<file path="config.mk">
export PLATFORM = sky130hd
export DESIGN_NAME = noc_pe_interface
export DESIGN_NICKNAME = d
export VERILOG_FILES = /design/src/rtl/noc_pkg.sv /design/src/rtl/ni_fifo.sv /design/src/rtl/noc_pe_interface.sv
export SDC_FILE = /design/constraint.sdc
export NUM_CORES = 1
export LEC_CHECK = 0
export CAP_MARGIN = 25
export CORE_ASPECT_RATIO = 1.25
export CORE_MARGIN = 5
export CORE_UTILIZATION = 53
export DETAILED_ROUTE_END_ITERATION = 6
export PLACE_DENSITY = 0.78
export SKIP_LAST_GASP = 1
export SYNTH_ARGS = -nofsm -noshare
export SYNTH_HDL_FRONTEND = slang
export SYNTH_SLANG_ARGS = --single-unit
export TNS_END_PERCENT = 20
</file>
<file path="constraint.sdc">
create_clock -name i_clk -period 3.2 [get_ports i_clk]
set_input_delay 0.64 -clock i_clk [delete_from_list [all_inputs] [get_ports i_clk]]
set_output_delay 0.64 -clock i_clk [all_outputs]
set_load 0.03 [all_outputs]
</file>
<file path="src/rtl/noc_pkg.sv">
// Shared flit-format helpers, FIFO state encoding and counter widths for the NoC NI.
// Latency: n/a (package only).
// Backpressure: n/a (package only).
package noc_pkg;

    localparam int MisrouteCntWidth = 16;

    typedef enum logic [1:0] {
        FifoEmpty   = 2'd0,
        FifoPartial = 2'd1,
        FifoFull    = 2'd2
    } fifoState_t;

    // Destination field occupies the top AddrWidth bits of the flit.
    function automatic int destMsb(input int dataWidth);
        return dataWidth - 1;
    endfunction

    function automatic int destLsb(input int dataWidth, input int addrWidth);
        return dataWidth - addrWidth;
    endfunction

    // Payload is everything below the destination field.
    function automatic int payloadWidth(input int dataWidth, input int addrWidth);
        return dataWidth - addrWidth;
    endfunction

endpackage

</file>
<file path="src/rtl/ni_fifo.sv">
// Generic first-word-fall-through FIFO with EMPTY/PARTIAL/FULL state tracking.
// Latency: 1 cycle from push to head valid; no same-cycle bypass when empty.
// Backpressure: push ignored when full unless a pop happens in the same cycle.
module ni_fifo
    import noc_pkg::*;
#(
    parameter int Width = 32,
    parameter int Depth = 4
) (
    input  logic             clk,
    input  logic             rst,
    input  logic             push,
    input  logic [Width-1:0] pushData,
    input  logic             pop,
    output logic [Width-1:0] head,
    output logic             full,
    output logic             empty
);

    localparam int PtrWidth = $clog2(Depth);
    localparam logic [PtrWidth:0] LastCount = (PtrWidth+1)'(Depth - 1);
    localparam logic [PtrWidth:0] OneCount  = (PtrWidth+1)'(1);

    logic [Width-1:0]    mem [Depth];
    logic [PtrWidth-1:0] wrPtr;
    logic [PtrWidth-1:0] rdPtr;
    logic [PtrWidth:0]   count;
    fifoState_t          state;
    logic                doPush;
    logic                doPop;

    assign full   = (state == FifoFull);
    assign empty  = (state == FifoEmpty);
    assign doPop  = pop && !empty;
    assign doPush = push && (!full || doPop);
    // Head is forced to zero while empty so outputs read 0 out of reset.
    assign head   = empty ? '0 : mem[rdPtr];

    // Storage array; contents are don't-care until the matching count says valid.
    always_ff @(posedge clk) begin
        if (doPush) begin
            mem[wrPtr] <= pushData;
        end
    end

    // Pointers, occupancy count and the EMPTY/PARTIAL/FULL state machine.
    always_ff @(posedge clk or posedge rst) begin
        if (rst) begin
            wrPtr <= '0;
            rdPtr <= '0;
            count <= '0;
            state <= FifoEmpty;
        end else begin
            if (doPush) begin
                wrPtr <= wrPtr + 1'b1;
            end
            if (doPop) begin
                rdPtr <= rdPtr + 1'b1;
            end
            if (doPush && !doPop) begin
                count <= count + 1'b1;
            end else if (doPop && !doPush) begin
                count <= count - 1'b1;
            end
            case (state)
                FifoEmpty: begin
                    if (doPush) begin
                        state <= FifoPartial;
                    end
                end
                FifoPartial: begin
                    if (doPush && !doPop && count == LastCount) begin
                        state <= FifoFull;
                    end else if (doPop && !doPush && count == OneCount) begin
                        state <= FifoEmpty;
                    end
                end
                FifoFull: begin
                    if (doPop && !doPush) begin
                        state <= FifoPartial;
                    end
                end
                default: state <= FifoEmpty;
            endcase
        end
    end

endmodule

</file>
<file path="src/rtl/noc_pe_interface.sv">
// PE-to-switch network interface: packs/unpacks single-flit packets, drops misrouted RX flits.
// Latency: 1 cycle each direction; optional misroute counter under NOC_NI_MISROUTE_CNT_EN.
// Backpressure: ready = !full, or full with a same-cycle pop; misroutes are always consumed.
module noc_pe_interface
    import noc_pkg::*;
#(
    parameter int DataWidth = 32,
    parameter int AddrWidth = 4,
    parameter int MyAddr    = 0,
    parameter int TxDepth   = 4,
    parameter int RxDepth   = 2
) (
    input  logic                           i_clk,
    input  logic                           i_reset,
    input  logic [DataWidth-AddrWidth-1:0] i_pe_data,
    input  logic [AddrWidth-1:0]           i_pe_dest,
    input  logic                           i_pe_data_valid,
    output logic                           o_pe_data_ready,
    output logic [DataWidth-1:0]           o_data,
    output logic                           o_data_valid,
    input  logic                           i_data_ready,
    input  logic [DataWidth-1:0]           i_data,
    input  logic                           i_data_valid,
    output logic                           o_data_ready,
    output logic [DataWidth-AddrWidth-1:0] o_pe_data,
    output logic                           o_pe_data_valid,
    input  logic                           i_pe_data_ready
`ifdef NOC_NI_MISROUTE_CNT_EN
    ,
    output logic [MisrouteCntWidth-1:0]    o_misroute_cnt
`endif
);

    localparam int PayloadWidth = payloadWidth(DataWidth, AddrWidth);
    localparam int DestMsb      = destMsb(DataWidth);
    localparam int DestLsb      = destLsb(DataWidth, AddrWidth);
    localparam logic [AddrWidth-1:0] OwnAddr = AddrWidth'(MyAddr);

    logic                    readyEn;
    logic                    txFull;
    logic                    txEmpty;
    logic                    txPush;
    logic                    txPop;
    logic                    rxFull;
    logic                    rxEmpty;
    logic                    rxPush;
    logic                    rxPop;
    logic                    rxAccept;
    logic                    rxHit;
    logic [AddrWidth-1:0]    rxDest;

    // Holds both readies low through reset and releases them on the first edge after.
    always_ff @(posedge i_clk or posedge i_reset) begin
        if (i_reset) begin
            readyEn <= 1'b0;
        end else begin
            readyEn <= 1'b1;
        end
    end

    // Transmit path: loopback destinations go out to the network like any other.
    assign txPop           = !txEmpty && i_data_ready;
    assign o_pe_data_ready = readyEn && (!txFull || txPop);
    assign txPush          = i_pe_data_valid && o_pe_data_ready;
    assign o_data_valid    = !txEmpty;

    ni_fifo #(
        .Width (DataWidth),
        .Depth (TxDepth)
    ) txFifo (
        .clk      (i_clk),
        .rst      (i_reset),
        .push     (txPush),
        .pushData ({i_pe_dest, i_pe_data}),
        .pop      (txPop),
        .head     (o_data),
        .full     (txFull),
        .empty    (txEmpty)
    );

    // Receive path: every accepted flit is consumed, only own-address flits are kept.
    assign rxPop           = !rxEmpty && i_pe_data_ready;
    assign o_data_ready    = readyEn && (!rxFull || rxPop);
    assign rxAccept        = i_data_valid && o_data_ready;
    assign rxDest          = i_data[DestMsb:DestLsb];
    assign rxHit           = (rxDest == OwnAddr);
    assign rxPush          = rxAccept && rxHit;
    assign o_pe_data_valid = !rxEmpty;

    ni_fifo #(
        .Width (PayloadWidth),
        .Depth (RxDepth)
    ) rxFifo (
        .clk      (i_clk),
        .rst      (i_reset),
        .push     (rxPush),
        .pushData (i_data[PayloadWidth-1:0]),
        .pop      (rxPop),
        .head     (o_pe_data),
        .full     (rxFull),
        .empty    (rxEmpty)
    );

`ifdef NOC_NI_MISROUTE_CNT_EN
    logic                        misroute;
    logic [MisrouteCntWidth-1:0] misrouteCnt;

    assign misroute       = rxAccept && !rxHit;
    assign o_misroute_cnt = misrouteCnt;

    // Saturating count of flits dropped for carrying a foreign destination.
    always_ff @(posedge i_clk or posedge i_reset) begin
        if (i_reset) begin
            misrouteCnt <= '0;
        end else if (misroute && misrouteCnt != '1) begin
            misrouteCnt <= misrouteCnt + 1'b1;
        end
    end
`else
    // Misrouted flits are consumed by the handshake above and simply not stored.
`endif

endmodule

</file>
# Word-level counts from Yosys, hierarchy flattened
# Memories as Yosys holds them, arrays and structs flattened.
# Index checks and enable logic that the tools add are counted.
[totals]
reg_bits = 16
ramBits = 184
in_bits = 70
out_inout_bits = 64
word_cells = 90
n_memories = 2
[mem_list]
columns = ["memory", "depth", "width", "read_ports", "rd_ports_with_merged_regs", "wr", "line", "source"]
rows = [
  ["txFifo.mem", 4, 32, 1, 0, 1, "ni_fifo.sv:24", "logic [Width-1:0] mem [Depth];"],
  ["rxFifo.mem", 2, 28, 1, 0, 1, "ni_fifo.sv:24", ""],
]
[classes]
add_sub_neg = 8
n_eq_ne = 13
mux = 20
reduce_logical = 38
[ops]
columns = ["op", "count"]
rows = [
  ["32-bit two-way mux", 1],
  ["28-bit two-way mux", 1],
  ["2-bit two-way mux", 10],
  ["1-bit logical AND", 19],
  ["2-bit one-hot mux with 3 select lines", 2],
  ["1-bit logical NOT", 8],
  ["2-bit inequality test (second input constant)", 4],
  ["2-bit by 1-bit adder with 2-bit output (second input constant)", 3],
  ["2-bit by 1-bit == test with 1-bit output (second input constant)", 3],
  ["3-bit two-way mux", 2],
  ["3-bit by 1-bit inequality test with 1-bit output (second input constant)", 2],
  ["3-bit AND reduction", 2],
  ["2-bit == test (second input constant)", 2],
  ["2-bit logical NOT", 2],
  ["4-bit logical NOT", 1],
  ["1-bit logical OR", 4],
  ["1-bit two-way mux", 4],
  ["2-bit nonzero test", 2],
  ["3-bit by 1-bit adder with 3-bit output (second input constant)", 1],
  ["3-bit by 1-bit == test with 1-bit output (second input constant)", 1],
  ["3-bit by 2-bit == test with 1-bit output (second input constant)", 1],
  ["3-bit by 1-bit subtractor with 3-bit output (second input constant)", 1],
  ["1-bit adder (second input constant)", 2],
  ["2-bit by 1-bit subtractor with 2-bit output (second input constant)", 1],
]

# Depth between registers and ports, before layout
[depth]
depth_word = 14
depth_mapped = 8

# Modules after synthesis
# A second synthesis with hierarchy kept.
[hier_totals]
cells_unflattened = 448
hier_area_um2 = 8136.6
[by_module_without_submodules]
columns = ["mod", "instances", "cells_per_inst", "area_each_um2", "seq_area_each_um2"]
rows = [
  ["ni_fifo at txFifo", 1, 280, 5549.1, 4068.9],
  ["ni_fifo at rxFifo", 1, 154, 2478.6, 1831.8],
  ["noc_pe_interface", 1, 14, 108.9, 25.0],
]

# Least setup slack after synthesis
# OpenSTA, ideal clock, no wires.
[synth_timing]
kind = "input to register"
startpoint = "in i_data[29]"
endpoint = "mem rxFifo.mem[0][0] (netlist bit) (enable)"
setup_time_ns = 0.413
t_arrival_ns = 2.451
slack_ns = 0.336
cell_stages = 3
cell_sequence = "nor4_1 > nand4_1 > nor2_1"
[synth_between]
elab_chain_len = 5
[synth_rtl]
columns = ["item", "line", "source"]
rows = [
  ["from (decl)", "noc_pe_interface.sv:22", "input logic [DataWidth-1:0] i_data,"],
  ["4-bit logical NOT", "noc_pe_interface.sv:86", "assign rxHit = (rxDest == OwnAddr);"],
  ["1-bit logical AND", "noc_pe_interface.sv:87", "assign rxPush = rxAccept && rxHit;"],
  ["1-bit logical AND", "ni_fifo.sv:35", "assign doPush = push && (!full || doPop);"],
  ["1-bit two-way mux", "ni_fifo.sv:41", "if (doPush) begin"],
  ["1-bit two-way mux (implied by the code)", "ni_fifo.sv:42", "mem[wrPtr] <= pushData;"],
  ["to (decl)", "ni_fifo.sv:24", ""],
]
# Every way passes these cells.

# Final worst setup path
[layout_timing]
startpoint = "reg txFifo.rdPtr[0]"
endpoint = "out o_data[27]"
[layout_between]
elab_chain_len = 2
[layout_rtl]
columns = ["item", "line", "source"]
rows = [
  ["from (decl)", "ni_fifo.sv:26", "logic [PtrWidth-1:0] rdPtr;"],
  ["from (signal assigned)", "ni_fifo.sv:58", "rdPtr <= rdPtr + 1'b1;"],
  ["memory read 4 x 32 bit", "--", ""],
  ["32-bit two-way mux", "ni_fifo.sv:37", "assign head = empty ? '0 : mem[rdPtr];"],
  ["to (decl)", "noc_pe_interface.sv:19", "output logic [DataWidth-1:0] o_data,"],
]
# Every way passes these cells.

==> results_dict.tcl <==
set metrics [dict create \
    required_ns 2.56 \
    cp_max_fo 16 \
    antenna_found_initial 0 \
    slew_violations 0 \
    drt_iter0_drc 273 \
    grt_pass1_wl_um 23900 \
    end_kind "output port" \
    skew_ns 0.0117 \
    synth_area_per_cell_um2 18.9 \
    crit_path_top_delay_cell "clkdlybuf4s50_1" \
    synth_top_area_frac 0.696 \
    dieArea_um2 17600 \
    antenna_cells 0 \
    clkPwrFrac 0.242 \
    seq_area_frac_synth 0.746 \
    globalRouteOverflowTotal 0 \
    period_share 0.967 \
    synthTopCellsByArea "edfxtp_1, mux4_2, dfrtp_1, mux2i_1, and2_1" \
    path_clk_slew_ns 0.07 \
    cp_slowest_stage_delay_ns 0.59 \
    start_util 0.536 \
    ys_seq_elements 200 \
    drc 0 \
    wirelength_um 15000 \
    cts-resized-gates 0 \
    core_area_um2 14800 \
    wl_per_cell_um 19.7 \
    pin_count 134 \
    ir_drop_v 0.000407 \
    clk_path_buf_depth 2 \
    pwr_density_cell_nw_per_um2 852 \
    gp_congestion 0.754 \
    grt_setup_unrepaired "false" \
    insertion_delay_ns 0.42 \
    p_seq_frac 0.378 \
    seq_area_um2 5930 \
    yosysTopAreaCell "edfxtp_1" \
    leakage_uw 0.00352 \
    final_common_cell "edfxtp_1" \
    most-common-layout-cells "edfxtp_1, clkdlybuf4s50_1, and2_1, nor2_1" \
    vias 4169 \
    status "finished, final reports clean" \
    synth_edf_count 184 \
    io_buffer_count 133 \
    maxCapViolations 0 \
    hold_buffers 0 \
    setup-violations-final 0 \
    sw_frac_of_total 0.325 \
    path_class "reg -> out" \
    final_util 0.683 \
    startpoint_type "flip-flop" \
    ant_nets 0 \
    chipWidth_um 120 \
    place_area_um2 9520 \
    synthesis.area_um2 7940 \
    grt_use_total 0.176 \
    drt-vias-per-instance 5.47 \
    worst_slew_pin_slew_ns 0.655 \
    hold_path_class "reg -> reg" \
    hold_viol 0 \
    fin_setup_tns_ns 0 \
    comb_power_share 0.380 \
    cp_top_family "buffers and inverters" \
    dp_hpwl_um 9600 \
    synth_warnings 0 \
    cp_data_arrival_time_ns 2.46 \
    fin_area_um2 10100 \
    syn_to_final_growth_pct 27.4 \
    internal_power_uw 5820 \
    synthArstFlopShare 0.0800 \
    ys.flop_type "edfxtp_1" \
    syn_inst 421 \
    relSlewSlack 0.563 \
    cts_setup_buffers 0 \
    grt_max_degree 33 \
    h-tree-depth 4 \
    drive_gt1_frac 0.138 \
    rows 50 \
    fmax_mhz 323 \
    dr.pass1.iters 5 \
    p_switching_uw 2810 \
    multi_input_area_um2 1850 \
    nets 651 \
    grt_pass1_vias 4612 \
    cts_tree "yes" \
    cp_cell_sequence "buf_12 -> mux4_1 -> and2_1 -> clkdlybuf4s50_1" \
    r2r_setup_slack_ns 1.26 \
    cts_buffers 17 \
    synth_nets 504 \
    synth_cell_types 34 \
    path_buf_inv 2 \
    cts_root_buf "clkbuf_16" \
    dieHeight_um 147 \
    holdWs_ns 0.491 \
    cts.sinks 200 \
    nFillCells 970 \
    layout_min_cycle_time_ns 3.10 \
]
per-layer routing:
| metal | up-vias | part of all wire | track usage |
|---|---|---|---|
| met3 | 8 | 0.075 | 0.0558 |
| met4 | 0 | 0.0047 | 0.0441 |
| met5 | - | 0 | 0 |
| met2 | 172 | 0.50 | 0.293 |
| li1 | 1903 | - | - |
| met1 | 2086 | 0.42 | 0.227 |
sequential cells by signal, indices dropped and copies added (netlist names):
register / flops
rxFifo.state: 2
txFifo.wrPtr: 2
rxFifo.rdPtr: 1
txFifo.mem: 128
rxFifo.count: 2
rxFifo.wrPtr: 1
readyEn: 1
txFifo.rdPtr: 2
txFifo.count: 3
txFifo.state: 2
rxFifo.mem: 56
logic make-up (layout without fill, tap and decap cells):
logic type,after synthesis,after routing,share of synthesized area
fa+ha+maj,13,13,0.0205
flops,200,200,0.746
mux,61,61,0.129
compound gates,13,13,0.00882
simple gates,93,93,0.0621
other cells,1,1,0.000472
xor+xnor,9,9,0.00992
buf+inv,31,190,0.0230
path summary, 6_finish.rpt:
path                                             start                          end  cells after the start
hold / removal             rxFifo.count[0]$_DFFE_PP0P_  rxFifo.count[0]$_DFFE_PP0P_                      1
hold reg to reg            rxFifo.count[0]$_DFFE_PP0P_  rxFifo.count[0]$_DFFE_PP0P_                      1
min in group asynchronous                      i_reset  rxFifo.state[1]$_DFFE_PP0P_                      2
setup / recovery           txFifo.rdPtr[0]$_DFFE_PP0P_                   o_data[27]                      4
setup reg to reg           txFifo.state[1]$_DFFE_PP0P_  txFifo.mem[0][26]$_DFFE_PP_                      4
max in group asynchronous                      i_reset  txFifo.rdPtr[0]$_DFFE_PP0P_                      2
Yosys cell counts, drive strengths merged, types with 6 or more instances:
master / instances
edfxtp: 184
mux2i: 28
dfrtp: 16
inv: 13
ha: 13
buf: 10
nor2: 34
clkbuf: 8
and2: 37
nand2: 6
mux4: 32
o21ai: 9
xnor2: 8
metrics by stage:
| stage | std cells | total power [uW] | setup slack, ns |
|---|---|---|---|
| 6_report | 762 | 8620 | 0.104 |
| 5_1_grt | 762 | 9020 | 0.0245 |
| 4_1_cts | 761 | 8680 | 0.0268 |
| 3_5_place_dp | 730 | 6580 | 0.377 |
| 3_3_place_gp | 730 | 6500 | 0.389 |
| 2_1_floorplan | 421 | 5460 | 0.336 |
final cells by class:
type | count | area share
clock inverter | 12 | 0.0140
inverter | 13 | 0.00482
tap | 182 | 0.0225
sequential | 200 | 0.586
clock buffer | 19 | 0.0428
multi-input combinational | 190 | 0.183
timing repair buffer | 146 | 0.148
power by group through the flow:
stage | combinational, uW | sequential (uW) | clock [uW]
after CTS | 3300 | 3250 | 2130
after global placement | 3230 | 3280 | 0
after global routing | 3500 | 3280 | 2240
after floorplan | 2200 | 3260 | 0
final | 3280 | 3260 | 2090
after detailed placement | 3280 | 3300 | 0
worst register-to-register path, delay by kind of cell, from the launching register on:
| kind | cells | cell delay (ns) |
|---|---|---|
| and+or+nand+nor | 3 | 0.95 |
| DFF | 1 | 0.44 |
| buffers and inverters | 1 | 0.23 |
No activity file was read; power rests on OpenSTA's default activity.
